### config.mk
export PLATFORM = sky130hd
export DESIGN_NAME = uart_axi_bridge
export DESIGN_NICKNAME = d
export VERILOG_FILES = /design/src/rtl/uart_axi_pkg.sv /design/src/rtl/uart_axi_bridge_fifo.sv /design/src/rtl/uart_axi_bridge.sv
export SDC_FILE = /design/constraint.sdc
export NUM_CORES = 1
export LEC_CHECK = 0
export ABC_AREA = 1
export CORE_MARGIN = 5
export CORE_UTILIZATION = 50
export CTS_CLUSTER_DIAMETER = 120
export DETAILED_ROUTE_END_ITERATION = 8
export PLACE_DENSITY = 0.78
export SKIP_LAST_GASP = 1
export SYNTH_ARGS = -nofsm -noshare
export SYNTH_HDL_FRONTEND = slang
export SYNTH_SLANG_ARGS = --single-unit
export TNS_END_PERCENT = 1
### constraint.sdc
create_clock -name clk -period 2.65 [get_ports clk]
set_input_delay 0.53 -clock clk [delete_from_list [all_inputs] [get_ports clk]]
set_output_delay 0.53 -clock clk [all_outputs]
set_load 0.005 [all_outputs]
### src/rtl/uart_axi_pkg.sv
// Shared definitions for the UART Lite polling bridge: register map, STAT bits, AXI codes, FSM states.
package uart_axi_pkg;

    localparam logic [3:0]  REG_RX         = 4'h0;
    localparam logic [3:0]  REG_TX         = 4'h4;
    localparam logic [3:0]  REG_STAT       = 4'h8;
    localparam logic [3:0]  REG_CTRL       = 4'hC;

    localparam int          STAT_RX_VALID  = 0;
    localparam int          STAT_TX_FULL   = 3;

    localparam logic [1:0]  AXI_OKAY       = 2'b00;
    localparam logic [31:0] CTRL_RST_FIFOS = 32'h0000_0003;

    typedef enum logic [3:0] {
        ST_IDLE    = 4'd0,
        ST_STAT_AR = 4'd1,
        ST_STAT_R  = 4'd2,
        ST_RX_AR   = 4'd3,
        ST_RX_R    = 4'd4,
        ST_TX_AW   = 4'd5,
        ST_TX_B    = 4'd6,
        ST_INIT    = 4'd7,
        ST_CTRL_AW = 4'd8,
        ST_CTRL_B  = 4'd9
    } state_e;

    typedef enum logic {
        RR_RX = 1'b0,
        RR_TX = 1'b1
    } rr_e;

    function automatic logic resp_err(input logic [1:0] resp);
        return (resp != AXI_OKAY);
    endfunction

endpackage

### src/rtl/uart_axi_bridge_fifo.sv
// Count-based synchronous FIFO with a registered head that already shows the first entry
// in the same cycle the FIFO becomes non-empty.
module sync_fifo #(
    parameter int  WIDTH = 8,
    parameter int  DEPTH = 4,
    localparam int AW    = $clog2(DEPTH),
    localparam int LW    = AW + 1
) (
    input  logic             clk,
    input  logic             rstn,
    input  logic             push,
    input  logic [WIDTH-1:0] wr_data,
    input  logic             pop,
    output logic [WIDTH-1:0] rd_data,
    output logic [LW-1:0]    level,
    output logic             empty,
    output logic             full
);

    logic [WIDTH-1:0] mem_r [DEPTH];
    logic [AW-1:0]    wr_ptr_r;
    logic [AW-1:0]    rd_ptr_r;
    logic [AW-1:0]    rd_ptr_s;
    logic [LW-1:0]    level_r;
    logic [LW-1:0]    level_s;
    logic [LW-1:0]    after_pop_s;
    logic [WIDTH-1:0] head_r;
    logic [WIDTH-1:0] head_s;
    logic             push_ok_s;
    logic             pop_ok_s;

    assign empty   = (level_r == {LW{1'b0}});
    assign full    = (level_r == LW'(DEPTH));
    assign level   = level_r;
    assign rd_data = head_r;

    // Legal push/pop qualification, next level and next head (bypass when the new entry becomes head)
    always_comb begin
        push_ok_s   = push & ~full;
        pop_ok_s    = pop & ~empty;
        rd_ptr_s    = rd_ptr_r;
        if (pop_ok_s) begin
            rd_ptr_s = rd_ptr_r + AW'(1);
        end else begin
            rd_ptr_s = rd_ptr_r;
        end
        after_pop_s = level_r - LW'(pop_ok_s);
        level_s     = after_pop_s + LW'(push_ok_s);
        if (push_ok_s && (after_pop_s == {LW{1'b0}})) begin
            head_s = wr_data;
        end else begin
            head_s = mem_r[rd_ptr_s];
        end
    end

    // Storage, pointers, occupancy and registered head
    always_ff @(posedge clk) begin
        if (!rstn) begin
            for (int i = 0; i < DEPTH; i++) begin
                mem_r[i] <= {WIDTH{1'b0}};
            end
            wr_ptr_r <= {AW{1'b0}};
            rd_ptr_r <= {AW{1'b0}};
            level_r  <= {LW{1'b0}};
            head_r   <= {WIDTH{1'b0}};
        end else begin
            if (push_ok_s) begin
                mem_r[wr_ptr_r] <= wr_data;
                wr_ptr_r        <= wr_ptr_r + AW'(1);
            end
            rd_ptr_r <= rd_ptr_s;
            level_r  <= level_s;
            head_r   <= head_s;
        end
    end

endmodule

### src/rtl/uart_axi_bridge.sv
// AXI4-Lite master polling a UART Lite core, buffering RX/TX characters with round-robin service.
// Define UART_CTRL_INIT_EN to write CTRL=0x3 (flush UART FIFOs) once after reset.
module uart_axi_bridge
    import uart_axi_pkg::*;
#(
    parameter int  RX_DEPTH = 4,
    parameter int  TX_DEPTH = 4,
    parameter int  DATA_W   = 8,
    localparam int RX_LW    = $clog2(RX_DEPTH) + 1,
    localparam int TX_LW    = $clog2(TX_DEPTH) + 1
) (
    input  logic              clk,
    input  logic              rstn,
    output logic [3:0]        m_axi_araddr,
    output logic              m_axi_arvalid,
    input  logic              m_axi_arready,
    input  logic [31:0]       m_axi_rdata,
    input  logic [1:0]        m_axi_rresp,
    input  logic              m_axi_rvalid,
    output logic              m_axi_rready,
    output logic [3:0]        m_axi_awaddr,
    output logic              m_axi_awvalid,
    input  logic              m_axi_awready,
    output logic [31:0]       m_axi_wdata,
    output logic [3:0]        m_axi_wstrb,
    output logic              m_axi_wvalid,
    input  logic              m_axi_wready,
    input  logic [1:0]        m_axi_bresp,
    input  logic              m_axi_bvalid,
    output logic              m_axi_bready,
    output logic              rx_valid,
    output logic [DATA_W-1:0] rx_data,
    input  logic              rx_pop,
    output logic              tx_ready,
    input  logic [DATA_W-1:0] tx_data,
    input  logic              tx_push,
    output logic [RX_LW-1:0]  rx_level,
    output logic [TX_LW-1:0]  tx_level,
    output logic              axi_err
);

`ifdef UART_CTRL_INIT_EN
    localparam state_e RESET_STATE = ST_INIT;
`else
    localparam state_e RESET_STATE = ST_IDLE;
`endif

    state_e            state_r, state_s;
    rr_e               rr_last_r, rr_last_s;
    logic              arvalid_r, arvalid_s, rready_r, rready_s;
    logic [3:0]        araddr_r, araddr_s, awaddr_r, awaddr_s;
    logic              awvalid_r, awvalid_s, wvalid_r, wvalid_s, bready_r, bready_s;
    logic [31:0]       wdata_r, wdata_s;
    logic              axi_err_r, err_s;
    logic              r_hs_s, b_hs_s, rx_ok_s, tx_ok_s;
    logic              rx_push_s, tx_pop_s;
    logic              rx_empty_s, rx_full_s, tx_empty_s, tx_full_s;
    logic [DATA_W-1:0] tx_head_s;
    logic              unused_rdata_s;

    sync_fifo #(.WIDTH(DATA_W), .DEPTH(RX_DEPTH)) u_rx_fifo (
        .clk(clk), .rstn(rstn), .push(rx_push_s), .wr_data(m_axi_rdata[DATA_W-1:0]),
        .pop(rx_pop), .rd_data(rx_data), .level(rx_level), .empty(rx_empty_s), .full(rx_full_s)
    );

    sync_fifo #(.WIDTH(DATA_W), .DEPTH(TX_DEPTH)) u_tx_fifo (
        .clk(clk), .rstn(rstn), .push(tx_push), .wr_data(tx_data),
        .pop(tx_pop_s), .rd_data(tx_head_s), .level(tx_level), .empty(tx_empty_s), .full(tx_full_s)
    );

    assign unused_rdata_s = ^m_axi_rdata;

    // Poll/serve sequencer: next state and next AXI channel values
    always_comb begin
        state_s   = state_r;
        rr_last_s = rr_last_r;
        arvalid_s = arvalid_r;
        araddr_s  = araddr_r;
        rready_s  = rready_r;
        awvalid_s = awvalid_r;
        awaddr_s  = awaddr_r;
        wvalid_s  = wvalid_r;
        wdata_s   = wdata_r;
        bready_s  = bready_r;
        rx_push_s = 1'b0;
        tx_pop_s  = 1'b0;
        r_hs_s    = m_axi_rvalid & rready_r;
        b_hs_s    = m_axi_bvalid & bready_r;
        err_s     = (r_hs_s & resp_err(m_axi_rresp)) | (b_hs_s & resp_err(m_axi_bresp));
        rx_ok_s   = m_axi_rdata[STAT_RX_VALID] & ~rx_full_s;
        tx_ok_s   = ~m_axi_rdata[STAT_TX_FULL] & ~tx_empty_s;
        case (state_r)
            ST_INIT: begin
                awvalid_s = 1'b1;
                wvalid_s  = 1'b1;
                awaddr_s  = REG_CTRL;
                wdata_s   = CTRL_RST_FIFOS;
                state_s   = ST_CTRL_AW;
            end
            ST_IDLE: begin
                arvalid_s = 1'b1;
                araddr_s  = REG_STAT;
                state_s   = ST_STAT_AR;
            end
            ST_STAT_AR, ST_RX_AR: begin
                if (arvalid_r && m_axi_arready) begin
                    arvalid_s = 1'b0;
                    rready_s  = 1'b1;
                    state_s   = (state_r == ST_STAT_AR) ? ST_STAT_R : ST_RX_R;
                end else begin
                    state_s = state_r;
                end
            end
            ST_STAT_R: begin
                if (r_hs_s) begin
                    rready_s = 1'b0;
                    // RX wins a tie only when TX was served last
                    if (rx_ok_s && (!tx_ok_s || (rr_last_r == RR_TX))) begin
                        arvalid_s = 1'b1;
                        araddr_s  = REG_RX;
                        state_s   = ST_RX_AR;
                    end else if (tx_ok_s) begin
                        awvalid_s = 1'b1;
                        wvalid_s  = 1'b1;
                        awaddr_s  = REG_TX;
                        wdata_s   = 32'(tx_head_s);
                        state_s   = ST_TX_AW;
                    end else begin
                        state_s = ST_IDLE;
                    end
                end else begin
                    state_s = state_r;
                end
            end
            ST_RX_R: begin
                if (r_hs_s) begin
                    rready_s  = 1'b0;
                    rx_push_s = 1'b1;
                    rr_last_s = RR_RX;
                    state_s   = ST_IDLE;
                end else begin
                    state_s = state_r;
                end
            end
            ST_TX_AW, ST_CTRL_AW: begin
                awvalid_s = awvalid_r & ~m_axi_awready;
                wvalid_s  = wvalid_r & ~m_axi_wready;
                if (!awvalid_s && !wvalid_s) begin
                    bready_s = 1'b1;
                    state_s  = (state_r == ST_TX_AW) ? ST_TX_B : ST_CTRL_B;
                end else begin
                    state_s = state_r;
                end
            end
            ST_TX_B, ST_CTRL_B: begin
                if (b_hs_s) begin
                    bready_s = 1'b0;
                    state_s  = ST_IDLE;
                    if (state_r == ST_TX_B) begin
                        tx_pop_s  = 1'b1;
                        rr_last_s = RR_TX;
                    end else begin
                        tx_pop_s = 1'b0;
                    end
                end else begin
                    state_s = state_r;
                end
            end
            default: begin
                state_s   = ST_IDLE;
                arvalid_s = 1'b0;
                rready_s  = 1'b0;
                awvalid_s = 1'b0;
                wvalid_s  = 1'b0;
                bready_s  = 1'b0;
            end
        endcase
    end

    // State, AXI output registers and sticky error flag
    always_ff @(posedge clk) begin
        if (!rstn) begin
            state_r   <= RESET_STATE;
            rr_last_r <= RR_TX;
            arvalid_r <= 1'b0;
            araddr_r  <= 4'h0;
            rready_r  <= 1'b0;
            awvalid_r <= 1'b0;
            awaddr_r  <= 4'h0;
            wvalid_r  <= 1'b0;
            wdata_r   <= 32'h0;
            bready_r  <= 1'b0;
            axi_err_r <= 1'b0;
        end else begin
            state_r   <= state_s;
            rr_last_r <= rr_last_s;
            arvalid_r <= arvalid_s;
            araddr_r  <= araddr_s;
            rready_r  <= rready_s;
            awvalid_r <= awvalid_s;
            awaddr_r  <= awaddr_s;
            wvalid_r  <= wvalid_s;
            wdata_r   <= wdata_s;
            bready_r  <= bready_s;
            axi_err_r <= axi_err_r | err_s;
        end
    end

    assign m_axi_araddr  = araddr_r;
    assign m_axi_arvalid = arvalid_r;
    assign m_axi_rready  = rready_r;
    assign m_axi_awaddr  = awaddr_r;
    assign m_axi_awvalid = awvalid_r;
    assign m_axi_wdata   = wdata_r;
    assign m_axi_wstrb   = 4'hF;
    assign m_axi_wvalid  = wvalid_r;
    assign m_axi_bready  = bready_r;
    assign rx_valid      = ~rx_empty_s;
    assign tx_ready      = ~tx_full_s;
    assign axi_err       = axi_err_r;

endmodule

Word-level counts from Yosys, hierarchy flattened
Memories as Yosys holds them, arrays and structs flattened.
Index checks and enable logic that the tools add are counted.
{"block": "op_classes", "add_sub_neg": 8, "multipliers": 0, "n_div": 0, "order_cmp": 0, "eq_ne": 21, "shift": 0, "muxes": 61, "bitwise_logic": 25, "n_reduce_logical": 37}
{"op": "$mux 32", "count": 3}
{"op": "$pmux 32 s2", "count": 1}
{"op": "$mux 4", "count": 11}
{"op": "$mux 8", "count": 4}
{"op": "$pmux 4 s7", "count": 1}
{"op": "$mux 1", "count": 26}
{"op": "$reduce_or 6->1", "count": 4}
{"op": "$ne 2x2->1 const B", "count": 9}
{"op": "$eq 4x3->1 const B", "count": 4}
{"op": "$pmux 4 s2", "count": 2}
{"op": "$reduce_and 4->1", "count": 4}
{"op": "$reduce_or 8->1", "count": 2}
{"op": "$and 1x1->1", "count": 12}
{"op": "$logic_not 3->1", "count": 4}
{"op": "$pmux 1 s4", "count": 3}
{"op": "$not 1->1", "count": 11}
{"op": "$reduce_bool 2->1", "count": 5}
{"op": "$mux 3", "count": 3}
{"op": "$reduce_and 3->1", "count": 3}
{"op": "$add 2x1->2 const B", "count": 4}
{"op": "$eq 4x2->1 const B", "count": 2}
{"op": "$eq 4x4->1 const B", "count": 2}
{"op": "$mux 2", "count": 4}
{"op": "$reduce_or 2->1", "count": 4}
{"op": "13 further kinds", "count": 24}
{"block": "word_totals", "regBits": 81, "latch_bits": 0, "mem_bits_rw": 64, "mem_bits_ro": 0, "input_bits": 53, "elab_cells": 173, "memories": 2}
{"name": "u_rx_fifo.mem_r", "words": 4, "word_bits": 8, "rd": 1, "rd_clocked_by_memory_dff": 0, "write_ports": 4, "line_no": "uart_axi_bridge_fifo.sv:20", "source": "logic [WIDTH-1:0] mem_r [DEPTH];"}
{"name": "u_tx_fifo.mem_r", "words": 4, "word_bits": 8, "rd": 1, "rd_clocked_by_memory_dff": 0, "write_ports": 4, "line_no": "uart_axi_bridge_fifo.sv:20"}

Longest topological paths before layout
{"block": "depth", "depth_word": 9, "depth_mapped": 14, "ltp_nobuf": 13}

Modules after synthesis
A second synthesis with hierarchy kept.
{"block": "hier_totals", "hier_cells": 774, "hier_area_um2": 6203.4}
{"module": "sync_fifo at u_rx_fifo", "n_inst": 1, "cells_per_inst": 273, "area_per_inst_um2": 2339.7, "seq_area_each_um2": 1261.2}
{"module": "sync_fifo at u_tx_fifo", "n_inst": 1, "cells_per_inst": 273, "area_per_inst_um2": 2337.2, "seq_area_each_um2": 1261.2}
{"module": "uart_axi_bridge", "n_inst": 1, "cells_per_inst": 228, "area_per_inst_um2": 1526.5, "seq_area_each_um2": 440.4}

Worst setup path before layout
Ideal clock, no wire load.
{"block": "synth_timing", "path_type": "input port to flip-flop", "from": "input port m_axi_bvalid", "to": "register u_tx_fifo.head_r[0], in the netlist u_tx_fifo.rd_data[0]", "setup_ns": 0.056, "arrival_ns": 2.273, "required_time_ns": 2.594, "setup_slack_ns": 0.321, "stages": 12, "path_buffers": 0, "path_cell_list": "nand2_1 > nor2_2 > nand3_2 > inv_1 > ha_1 > ha_1 > inv_1 > nor4_2 > inv_2 > nand3_1 > nand2_1 > inv_1"}
{"block": "synth_between", "elab_chain_cells": 8}
{"element": "start, declared", "line_no": "uart_axi_bridge.sv:29", "source": "input logic m_axi_bvalid,"}
{"element": "$and 1x1->1 *", "line_no": "uart_axi_bridge.sv:88", "source": "b_hs_s = m_axi_bvalid & bready_r;"}
{"element": "$mux 1 *", "line_no": "uart_axi_bridge.sv:156", "source": "if (b_hs_s) begin"}
{"element": "$mux 1 *", "line_no": "uart_axi_bridge.sv:92", "source": "case (state_r)"}
{"element": "$and 1x1->1 *", "line_no": "uart_axi_bridge_fifo.sv:40", "source": "pop_ok_s = pop & ~empty;"}
{"element": "$sub 3x1->3", "line_no": "uart_axi_bridge_fifo.sv:47", "source": "after_pop_s = level_r - LW'(pop_ok_s);"}
{"element": "$logic_not 3->1", "line_no": "uart_axi_bridge_fifo.sv:49", "source": "if (push_ok_s && (after_pop_s == {LW{1'b0}})) begin"}
{"element": "$logic_and 1x1->1", "line_no": "uart_axi_bridge_fifo.sv:49"}
{"element": "$mux 8 *", "line_no": "uart_axi_bridge_fifo.sv:49"}
{"element": "end signal, assigned", "line_no": "uart_axi_bridge_fifo.sv:65", "source": "head_r <= {WIDTH{1'b0}};"}
{"element": "end signal, assigned", "line_no": "uart_axi_bridge_fifo.sv:73", "source": "head_r <= head_s;"}
{"element": "end, declared", "line_no": "uart_axi_bridge_fifo.sv:27", "source": "logic [WIDTH-1:0] head_r;"}
Every way passes the cells marked *; elsewhere a longest branch is shown, timed or not.
A chain may end at the register's enable or synchronous reset.

==> summary.txt <==
CTS tree: built
DIE AREA: 0.0139 mm²
share of post-route cells with drive strength above 1: 9.55%
skew final: 5.87 ps
reg2reg start: u_tx_fifo.wr_ptr_r[1]$_SDFFE_PN0P_
placed cell area: 0.00658 mm²
Post-synth ARST share: 0%
Placer Congestion: 0.919
nets: 865
worst r2r path cells: 4
CTS clk-pin slew, worst paths: 60 ps
met2 Resource Use GR: 34.2%
area grow syn2layout: 22.2%
num rows: 39
initial antenna violation count: 0
First DRT Iteration DRCs: 384
Syn Inst Count: 720
Worst path slowest cell: o21ai_0
largest net degree at the start of global routing: 32
met1 usage: 23.7%
Synth warnings: 0
hpwl dp: 9.54 mm
final period utilization: 89.6%
I/O pin count: 119
minimum clock period: 2370 ps
final instance area: 0.00714 mm²
synthesized area: 0.00584 mm²
Synth area leader: edfxtp_1
final worst slack: 276 ps
via count: 4,916
WP data required: 2670 ps
post-CTS resize count: 0
drt pass-1 iters: 6
Hold Vio Cnt, Final: 0
Num CTS Buffers: 17
WL final: 13.8 mm
Hold Startpoint: u_tx_fifo.rd_data[7]$_SDFF_PN0_
P_leak: 3.33 nW
largest cells by area after synthesis: edfxtp_1 (33%), dfxtp_1 (18%), nand2_1 (8.7%), inv_1 (8.5%), nor2_1 (6.2%)
drc violations: 0
final setup TNS: 0 ps
met3 GRT Util: 5.05%
Buf/Inv on CP: 2
All-Layer GR Usage: 20.0%
Post-Syn Area per Cell: 8.11 µm²
pre-CTS WS: -72.8 ps
vias in the first global route: 4,783
Post-synth top flop: edfxtp_1
Setup Fix Bufs, Post-CTS: 0
global route overflow: 0
final setup fails: 0
clock sink count: 116
Cell Pwr Density: 834 mW/mm²
Hold Path Sink: m_axi_wdata[7]$_SDFFE_PN0P_
cts hold-fix bufs: 0
CP Cell Sequence: inv_1 -> nor2_1 -> clkinv_1 -> o21ai_0
unrepaired setup endpoints after global routing: false
# H-tree levels: 4
Routed Antenna Nets: 0
final core utilization: 62.5%
busiest grt layer: met2
clk_lat worst skew: 410 ps
sequential cell area fraction in the yosys report: 50.7%
Setup CP Type: reg -> reg
Yosys top cell area share: 32.9%
DR WL/cell: 14.4 µm
Max Freq: 421 MHz
Starting Density: 51.2%
Die W: 118 µm
Max IR drop VDD: 434 µV
startpoint types: register
min-delay worst type: reg -> reg
n_diodes: 0
Synth Register Bits: 116
most frequent cells after synthesis: nand2_1 (135), inv_1 (133), nor2_1 (96), edfxtp_1 (64), nand3_1 (61)
hold path depth: 2
Core Area: 0.0114 mm²
Worst Tran Pin Value: 1300 ps
r2r endpoint: u_tx_fifo.mem_r[2][3]$_SDFFCE_PN0P_
first-pass GRT wire length: 22.7 mm
CTS root buffer: clkbuf_16
max-slew violation count: 0
vias per inst: 5.12
top-count cell post-synth: nand2_1
Worst Path Arrival: 2400 ps
Yosys cell types: 37
slew margin rel.: 12.5%
MaxCap Viol Count: 0
fillers: 918
crit end category: register
CTS max path bufs: 2
Post-synth EDFFs: 64
crit-path leading delay family: compound AO/OA/AOI/OAI gates
die height: 118 µm
Port Buf Inserts: 61
crit-path max FO: 9
status: finished clean
r2r setup slk: 280 ps
Final Total Pwr: 0.00595 W
slowest stage delay, CP: 1110 ps
-- metrics by stage --
step	instances	hold WS (ps)
after floorplan	751	429
after global placement	928	439
after detailed placement	928	444
after CTS	960	455
after global routing	960	485
final	960	458
-- how the worst max path moves through the flow --
stage,slack (ps),depth (start not counted),startpoint,end
detailed placement,-70,14,m_axi_bvalid,u_tx_fifo.rd_data[6]$_SDFF_PN0_
CTS,310,4,u_tx_fifo.wr_ptr_r[1]$_SDFFE_PN0P_,u_tx_fifo.mem_r[2][4]$_SDFFCE_PN0P_
floorplan,320,12,m_axi_bvalid,u_tx_fifo.rd_data[0]$_SDFF_PN0_
global route,100,13,u_tx_fifo.level[1]$_SDFF_PN0_,u_tx_fifo.rd_data[6]$_SDFF_PN0_
global placement,20,14,m_axi_bvalid,u_tx_fifo.rd_data[6]$_SDFF_PN0_
finish,280,4,u_tx_fifo.wr_ptr_r[1]$_SDFFE_PN0P_,u_tx_fifo.mem_r[2][3]$_SDFFCE_PN0P_
-- flip-flops by register name, summed over array words and instances (netlist names), 2 cells and up --
name / count
m_axi_wdata: 8
m_axi_awaddr: 2
u_tx_fifo.rd_data: 8
u_tx_fifo.rd_ptr_r: 2
state_r: 4
u_rx_fifo.wr_ptr_r: 2
u_tx_fifo.level: 3
u_rx_fifo.level: 3
u_rx_fifo.rd_data: 8
u_tx_fifo.mem_r: 32
u_tx_fifo.wr_ptr_r: 2
u_rx_fifo.rd_ptr_r: 2
u_rx_fifo.mem_r: 32
-- cell type report --
class	count	area, µm²	share of cell area, %
tap	143	179	2.51
clock inverter	11	75.1	1.05
inverter	140	526	7.36
sequential	116	2960	41.5
clock buffer	21	483	6.77
multi-input combinational	447	2140	30.0
timing repair buffer	82	768	10.8
-- power by group --
group          internal (W)  switching, W  leakage, nW
Combinational      0.000648      0.000923         1.98
Clock               0.00130      0.000816        0.269
Sequential          0.00212      0.000144         1.09
-- per-layer routing --
| metal | vias to the layer above | routed length, µm |
|---|---|---|
| met3 | 37 | 1020 |
| met4 | 0 | 318 |
| met2 | 216 | 6850 |
| met1 | 2280 | 5640 |
| li1 | 2383 | - |
| met5 | - | 0 |
-- worst min-delay path, stage by stage (launching register included) --
cell and delay (ps):
dfxtp_1 300, nand2_1 60, a21oi_1 50
-- cell families (layout without fill, tap and decap cells) --
family,count (synthesis),count (layout),share of synthesized area [%]
flops,116,116,50.7
other cells,2,33,0.129
compound gates,71,71,6.81
xor+xnor,4,4,0.600
fa+ha+maj,8,8,1.71
buf+inv,188,254,14.6
simple gates,331,331,25.4
-- cell usage in the layout (no fill, tap or decap), types with 3 or more instances in the layout --
cell type and count:
ha_1 8, nor2_4 4, buf_4 21, nor3_1 8, clkinv_2 4, clkinv_4 3
o21ai_1 4, nand3_1 61, nor2_2 3, conb_1 33, nand3b_1 8, nor2_1 96
inv_2 5, inv_1 133, o21ai_0 23, a22oi_1 5, clkbuf_16 19, nand2_1 135
a21oi_1 26, o211ai_1 9, clkdlybuf4s50_1 61, edfxtp_1 64, nand2_2 7, dfxtp_1 52
clkinvlp_4 3
Note: power is estimated with default switching activity, not from simulation.
